File: src/rtl/paralelo_serial_n.sv
// Parallel-to-serial converter: one-entry holding register feeding a WIDTH-bit
// shifter; IDLE_WORD fills every word slot that has no pending data.
module paralelo_serial_n #(
    parameter int              WIDTH     = 8,
    parameter logic [WIDTH-1:0] IDLE_WORD = WIDTH'(8'hBC),
    parameter bit              MSB_FIRST = 1'b1
) (
    input  logic             clk_32f,
    input  logic             reset,
    input  logic [WIDTH-1:0] in_data,
    input  logic             valid_in,
    output logic             ready_out,
    output logic             out_serial,
    output logic             out_valid,
    output logic             word_start
);

    localparam int             CNT_W    = $clog2(WIDTH);
    localparam logic [CNT_W-1:0] LAST_BIT = CNT_W'(WIDTH - 1);

    logic [WIDTH-1:0] hold_q, hold_d;
    logic             hold_full_q, hold_full_d;
    logic [WIDTH-1:0] shift_q, shift_d;
    logic [CNT_W-1:0] bit_cnt_q, bit_cnt_d;
    logic             out_serial_q, out_serial_d;
    logic             out_valid_q, out_valid_d;
    logic             word_start_q, word_start_d;

    logic             accept;
    logic             boundary;
    logic [WIDTH-1:0] word_sel;

    // Handshake: valid_in/ready_out transfer on a rising edge when both are 1.
    // ready_out comes straight from the hold_full flop, so the producer never
    // sees a combinational path back from its own valid_in or in_data.
    assign ready_out = !hold_full_q;

    always_comb begin
        hold_d       = hold_q;
        hold_full_d  = hold_full_q;
        shift_d      = shift_q;
        bit_cnt_d    = bit_cnt_q;
        out_serial_d = out_serial_q;
        out_valid_d  = out_valid_q;
        word_start_d = 1'b0;

        accept   = valid_in && !hold_full_q;
        boundary = (bit_cnt_q == '0);
        // Boundary looks at the pre-edge flag, so a word accepted on this very
        // edge waits in the holding register for the next boundary.
        word_sel = hold_full_q ? hold_q : IDLE_WORD;

        if (boundary) begin
            shift_d      = word_sel;
            out_serial_d = MSB_FIRST ? word_sel[WIDTH-1] : word_sel[0];
            out_valid_d  = hold_full_q;
            word_start_d = 1'b1;
            bit_cnt_d    = CNT_W'(1);
            if (hold_full_q) begin
                hold_full_d = 1'b0;
            end
        end else begin
            if (MSB_FIRST) begin
                shift_d      = shift_q << 1;
                out_serial_d = shift_q[WIDTH-2];
            end else begin
                shift_d      = shift_q >> 1;
                out_serial_d = shift_q[1];
            end
            bit_cnt_d = (bit_cnt_q == LAST_BIT) ? '0 : bit_cnt_q + 1'b1;
        end

        if (accept) begin
            hold_d      = in_data;
            hold_full_d = 1'b1;
        end
    end

    always_ff @(posedge clk_32f or posedge reset) begin
        if (reset) begin
            hold_q       <= '0;
            hold_full_q  <= 1'b0;
            shift_q      <= '0;
            bit_cnt_q    <= '0;
            out_serial_q <= 1'b0;
            out_valid_q  <= 1'b0;
            word_start_q <= 1'b0;
        end else begin
            hold_q       <= hold_d;
            hold_full_q  <= hold_full_d;
            shift_q      <= shift_d;
            bit_cnt_q    <= bit_cnt_d;
            out_serial_q <= out_serial_d;
            out_valid_q  <= out_valid_d;
            word_start_q <= word_start_d;
        end
    end

    assign out_serial = out_serial_q;
    assign out_valid  = out_valid_q;
    assign word_start = word_start_q;

endmodule
File: config.mk
export PLATFORM = sky130hd
export DESIGN_NAME = paralelo_serial_n
export DESIGN_NICKNAME = d
export VERILOG_FILES = /design/src/rtl/paralelo_serial_n.sv
export SDC_FILE = /design/constraint.sdc
export NUM_CORES = 1
export LEC_CHECK = 0
export BUFFER_PORTS_ARGS = -buffer_cell sky130_fd_sc_hd__buf_2
export CAP_MARGIN = 20
export CORE_MARGIN = 1.5
export CORE_UTILIZATION = 55
export CTS_CLUSTER_DIAMETER = 50
export CTS_CLUSTER_SIZE = 20
export DETAILED_ROUTE_END_ITERATION = 8
export HOLD_SLACK_MARGIN = 0.12
export PLACE_DENSITY_LB_ADDON = 0.2
export SYNTH_ARGS = -nofsm -noshare
export SYNTH_HDL_FRONTEND = slang
export SYNTH_SLANG_ARGS = --single-unit
File: constraint.sdc
create_clock -name clk_32f -period 2.4 [get_ports clk_32f]
set_input_delay 0.48 -clock clk_32f [delete_from_list [all_inputs] [get_ports clk_32f]]
set_output_delay 0.48 -clock clk_32f [all_outputs]
set_load 0.01 [all_outputs]
# Yosys cells after proc, flatten, opt, wreduce, memory -nomap -nowiden
# Cells that the tools add are included.
[op_classes]
add_sub_neg = 1
n_eq_ne = 1
mux = 8
n_reduce_logical = 4
[op_table]
columns = ["operator", "n"]
rows = [
  ["two-way mux 8 bit", 1],
  ["two-way mux 7 bit", 1],
  ["two-way mux 3 bit", 2],
  ["two-way mux 1 bit", 4],
  ["adder 3 x 1 -> 3 bit, second input constant", 1],
  ["equality test 3 bit, second input constant", 1],
  ["zero test 3 bit", 1],
  ["nonzero test 2 bit", 1],
  ["logical AND 1 bit", 1],
  ["zero test 1 bit", 1],
]
[word_totals]
register_bits = 22
inputBits = 11

# Longest topological paths before layout
[logic_depth]
word_depth = 3
depth_mapped = 5
ltp_nobuf = 4

# Worst setup path before layout
# No wires, ideal clock.
[synth_path]
path_type = "register to register"
from = "reg bit_cnt_q[0]"
to = "reg shift_q[2]"
setup_time_ps = 125
arrival_ps = 1167
required_ps = 2275
path_slack_ps = 1108
path_stages_with_launch = 6
path_cell_list = "dfrtp_1 > inv_1 > ha_1 > nor2b_4 > buf_6 > mux2_4"
[synth_via]
elab_chain_len = 2
[synth_rtl]
columns = ["item", "line", "rtl"]
rows = [
  ["from (decl)", "24", "logic [CNT_W-1:0] bit_cnt_q, bit_cnt_d;"],
  ["from (signal assigned)", "92", "bit_cnt_q <= bit_cnt_d;"],
  ["zero test 3 bit", "48", "boundary = (bit_cnt_q == '0);"],
  ["named net boundary", "30", "logic boundary;"],
  ["two-way mux 7 bit", "53", "if (boundary) begin"],
  ["named net shift_d[2]", "23", "logic [WIDTH-1:0] shift_q, shift_d;"],
  ["to (signal assigned)", "91", "shift_q <= shift_d;"],
  ["to (decl)", "23", ""],
]
# The timed path passes the listed nets, and every way through them passes these cells.
# A chain may end at the register's enable or synchronous reset.

# Worst setup path after layout
[layout_path]
from = "reg hold_full_q"
to = "out ready_out"
[layout_via]
elab_chain_len = 1
[layout_rtl]
columns = ["item", "line", "rtl"]
rows = [
  ["from (decl)", "22", "logic hold_full_q, hold_full_d;"],
  ["from (signal assigned)", "90", "hold_full_q <= hold_full_d;"],
  ["zero test 1 bit", "36", "assign ready_out = !hold_full_q;"],
  ["to (decl)", "12", "output logic ready_out,"],
]
# No other way between the ends.

==> impl_metrics.csv <==
group,metric,value,unit
yosys,postSynthAreaPerCell,14.80,um2
hold_path,hold_path_class,"in2async",
yosys,synth_simple_gate_area_share,7.926,%
place,dp_hpwl,924.7,um
floorplan,ios,15,
global_route,grt_usage,16.64,%
setup_path,r2r_setup_slack,0.86,ns
global_route,grt_pass1_wl,2318,um
setup_path,required,1.92,ns
floorplan,start_util,60.75,%
sta,whs,0.3135,ns
run,cap_violations,0,
yosys,synthXorXnorAreaFrac,0,%
yosys,synth_mux_area_share,23.12,%
routing,dr_total_vias,496,
layout,finalNetCount,95,
setup_path,crit_type,"reg2out",
clocking,h-tree-depth,1,
setup_path,critPathLaunchType,"flop",
clocking,cts_buffer_depth,2,
routing,drt-vias-per-instance,5.167,
routing,drtAntennaViolNets,0,
yosys,synth_edf_count,0,
pwr,vdd_ir_drop_max,0.3633,mV
clocking,clk_latency,0.30,ns
clocking,cts_hold_buffers,0,
yosys,ys_ff_latch,22,
floorplan,dieWidth,44.50,um
yosys,synthTopCellsByArea,"dfrtp_1 58%, mux2_4 17%, ha_1 4.0%",
yosys,synth_most_common_cell,"dfrtp_1",
layout,layout-drive-gt1-share,40.00,%
sta,rsz0062_at_grt,"no",
clocking,cts-root-buf,"clkbuf_4",
clocking,post_cts_buffers,0,
floorplan,dieArea,1980,um2
setup_path,critPathSlowestCell,"dfrtp_1",
yosys,synth_top_family_by_area,"multiplexers",
sta,hold_viol_final,0,
routing,wirelength,1299,um
yosys,yosysSeqAreaShare,58.12,%
sta,setup_viol,0,
sta,fin_skew,0.0008180,ns
yosys,yosys_warnings,0,
clocking,cts_tree,"built",
setup_path,crit_fanout,13,
setup_path,cp_cell_sequence,"inv_1, buf_2",
sta,min_period_over_period,66.27,%
yosys,synthCells,64,
routing,drc,0,
floorplan,die_h,44.50,um
layout,instances_no_fill,96,
clocking,clkSinkCount,22,
run_status,outcome,"completed",
sta,clock.fmax,0.6287,GHz
sta,tightest_slew,0.8003,ns
yosys,yosysTopAreaCell,"dfrtp_1",
global_route,grt_pass1_vias,476,
pwr,p_leak,0.0005100,uW
sta,period_minus_slack,1.591,ns
setup_path,slowest_delay,0.60,ns
layout,num_antenna_cells,0,
clocking,clkTransAtPathRegs,0.11,ns
yosys,synth_compound_area_share,1.321,%
yosys,async_reset_ff_share,100.0,%
clocking,cts_resized,0,
place,gp_congestion,0.6583,
routing,first_pass_iters,4,
routing,drt-initial-drc-count,9,
setup_path,endpoint_kind,"output port",
layout,syn_to_final_growth,10.96,%
floorplan,coreArea,1559,um2
yosys,synth.distinct_cells,17,
place,dpl.cell_count,92,
sta,slew-limit-headroom,46.59,%
place,portBuffers,14,
yosys,ys_top_cells_by_count,"22 x dfrtp_1, 11 x mux2_4, 6 x inv_1",
pwr,powerDensity,675.5,nW/um2
setup_path,cp.arrival,1.11,ns
yosys,synth_fa_ha_area_share,3.963,%
yosys,syn-num-nets,78,
clocking,numCtsBuffers,3,
global_route,grt_antenna_before_repair,0,
global_route,grt_overflow,0,
layout,fillers,125,
yosys,synth_area,947.2,um2
sta,slew_violations,0,
floorplan,rows,14,
sta,timing.setup.tns,0,ns
yosys,synth_top_flop_cell,"dfrtp_1",
yosys,yosys.area.top_type_share,58.12,%
global_route,grt_start_max_net_pins,23,
routing,wl_per_cell,13.53,um
## cell families after synthesis
family                   after synthesis
flip-flops                            22
multiplexers                          16
AND/OR/NAND/NOR                       12
buffers and inverters                  9
adder cells (fa/ha/maj)                3
AO/OA/AOI/OAI                          2
## registers in the layout, summed over array words and instances (netlist names)
name,cells
hold_q,8
shift_q,7
hold_full_q,1
out_valid,1
out_serial,1
word_start,1
bit_cnt_q,3
## cell usage in the layout, fill, tap and decap left out
| cell type | instances |
|---|---|
| mux2i_1 | 2 |
| and3_1 | 1 |
| nor2b_1 | 2 |
| a21oi_1 | 1 |
| dfrtp_1 | 22 |
| nand2b_1 | 5 |
| clkbuf_8 | 1 |
| mux2_2 | 1 |
| buf_2 | 14 |
| ha_1 | 3 |
| o21bai_1 | 1 |
| mux2_4 | 11 |
| inv_1 | 6 |
| nand2_1 | 2 |
| buf_4 | 1 |
| mux2_1 | 2 |
| nor2b_4 | 1 |
| nor2_1 | 1 |
| clkbuf_4 | 3 |
## worst max-delay path: cells and delay by family (launching register included)
| family | cells | cell delay (ns) |
|---|---|---|
| DFF | 1 | 0.60 |
| buffers and inverters | 2 | 0.21 |
## area by class of cell
| class | instances | area (um2) | area share [%] |
|---|---|---|---|
| inverters | 6 | 22.52 | 2.143 |
| clock buffers | 4 | 36.28 | 3.452 |
| repair buffers | 15 | 77.57 | 7.381 |
| multi-input cells | 33 | 344.1 | 32.74 |
| well taps | 16 | 20.02 | 1.905 |
| flip-flops and latches | 22 | 550.5 | 52.38 |
## final timing paths
path / from / endpoint / cells after the start
worst max-delay path: hold_full_q$_DFFE_PP0P_ / ready_out / 2
worst min-delay path: reset / bit_cnt_q[1]$_DFF_PP0_ / 2
worst max register to register: hold_full_q$_DFFE_PP0P_ / hold_q[0]$_DFFE_PP0P_ / 3
max in group asynchronous: reset / shift_q[6]$_DFF_PP0_ / 2
min in group clk_32f: in_data[7] / hold_q[7]$_DFFE_PP0P_ / 2
worst min register to register: shift_q[6]$_DFF_PP0_ / out_serial$_DFF_PP0_ / 1
## report_power, final
part	total [uW]	internal [uW]	leakage, uW	switching, uW
logic	81.1	54.8	0.000233	26.2
registers	433	414	0.000257	19.6
clock network	195	92.5	0.0000210	103
total	710	561	0.000510	149
## layer usage
layer  global-route usage (%)  up-vias  wire length, um
met5                        0        -                0
met4                    9.091        0               17
met3                    2.449        2               52
met2                    23.48       12              586
met1                    24.59      247              642
li1                         -      235                -
## through the flow
| stage | area [um2] | util [%] | setup WS, ns | power (uW) |
|---|---|---|---|---|
| 3_5_place_dp | 1015 | 65.09 | 0.8627 | 522.3 |
| 3_3_place_gp | 1015 | 65.09 | 0.9071 | 518.9 |
| 5_1_grt | 1051 | 67.42 | 0.7007 | 750.3 |
| 2_1_floorplan | 947.2 | - | 1.108 | 498.5 |
| 4_1_cts | 1051 | 67.42 | 0.7826 | 718.7 |
| 6_report | 1051 | 67.42 | 0.8094 | 709.9 |
(Power assumes the default switching activity.)
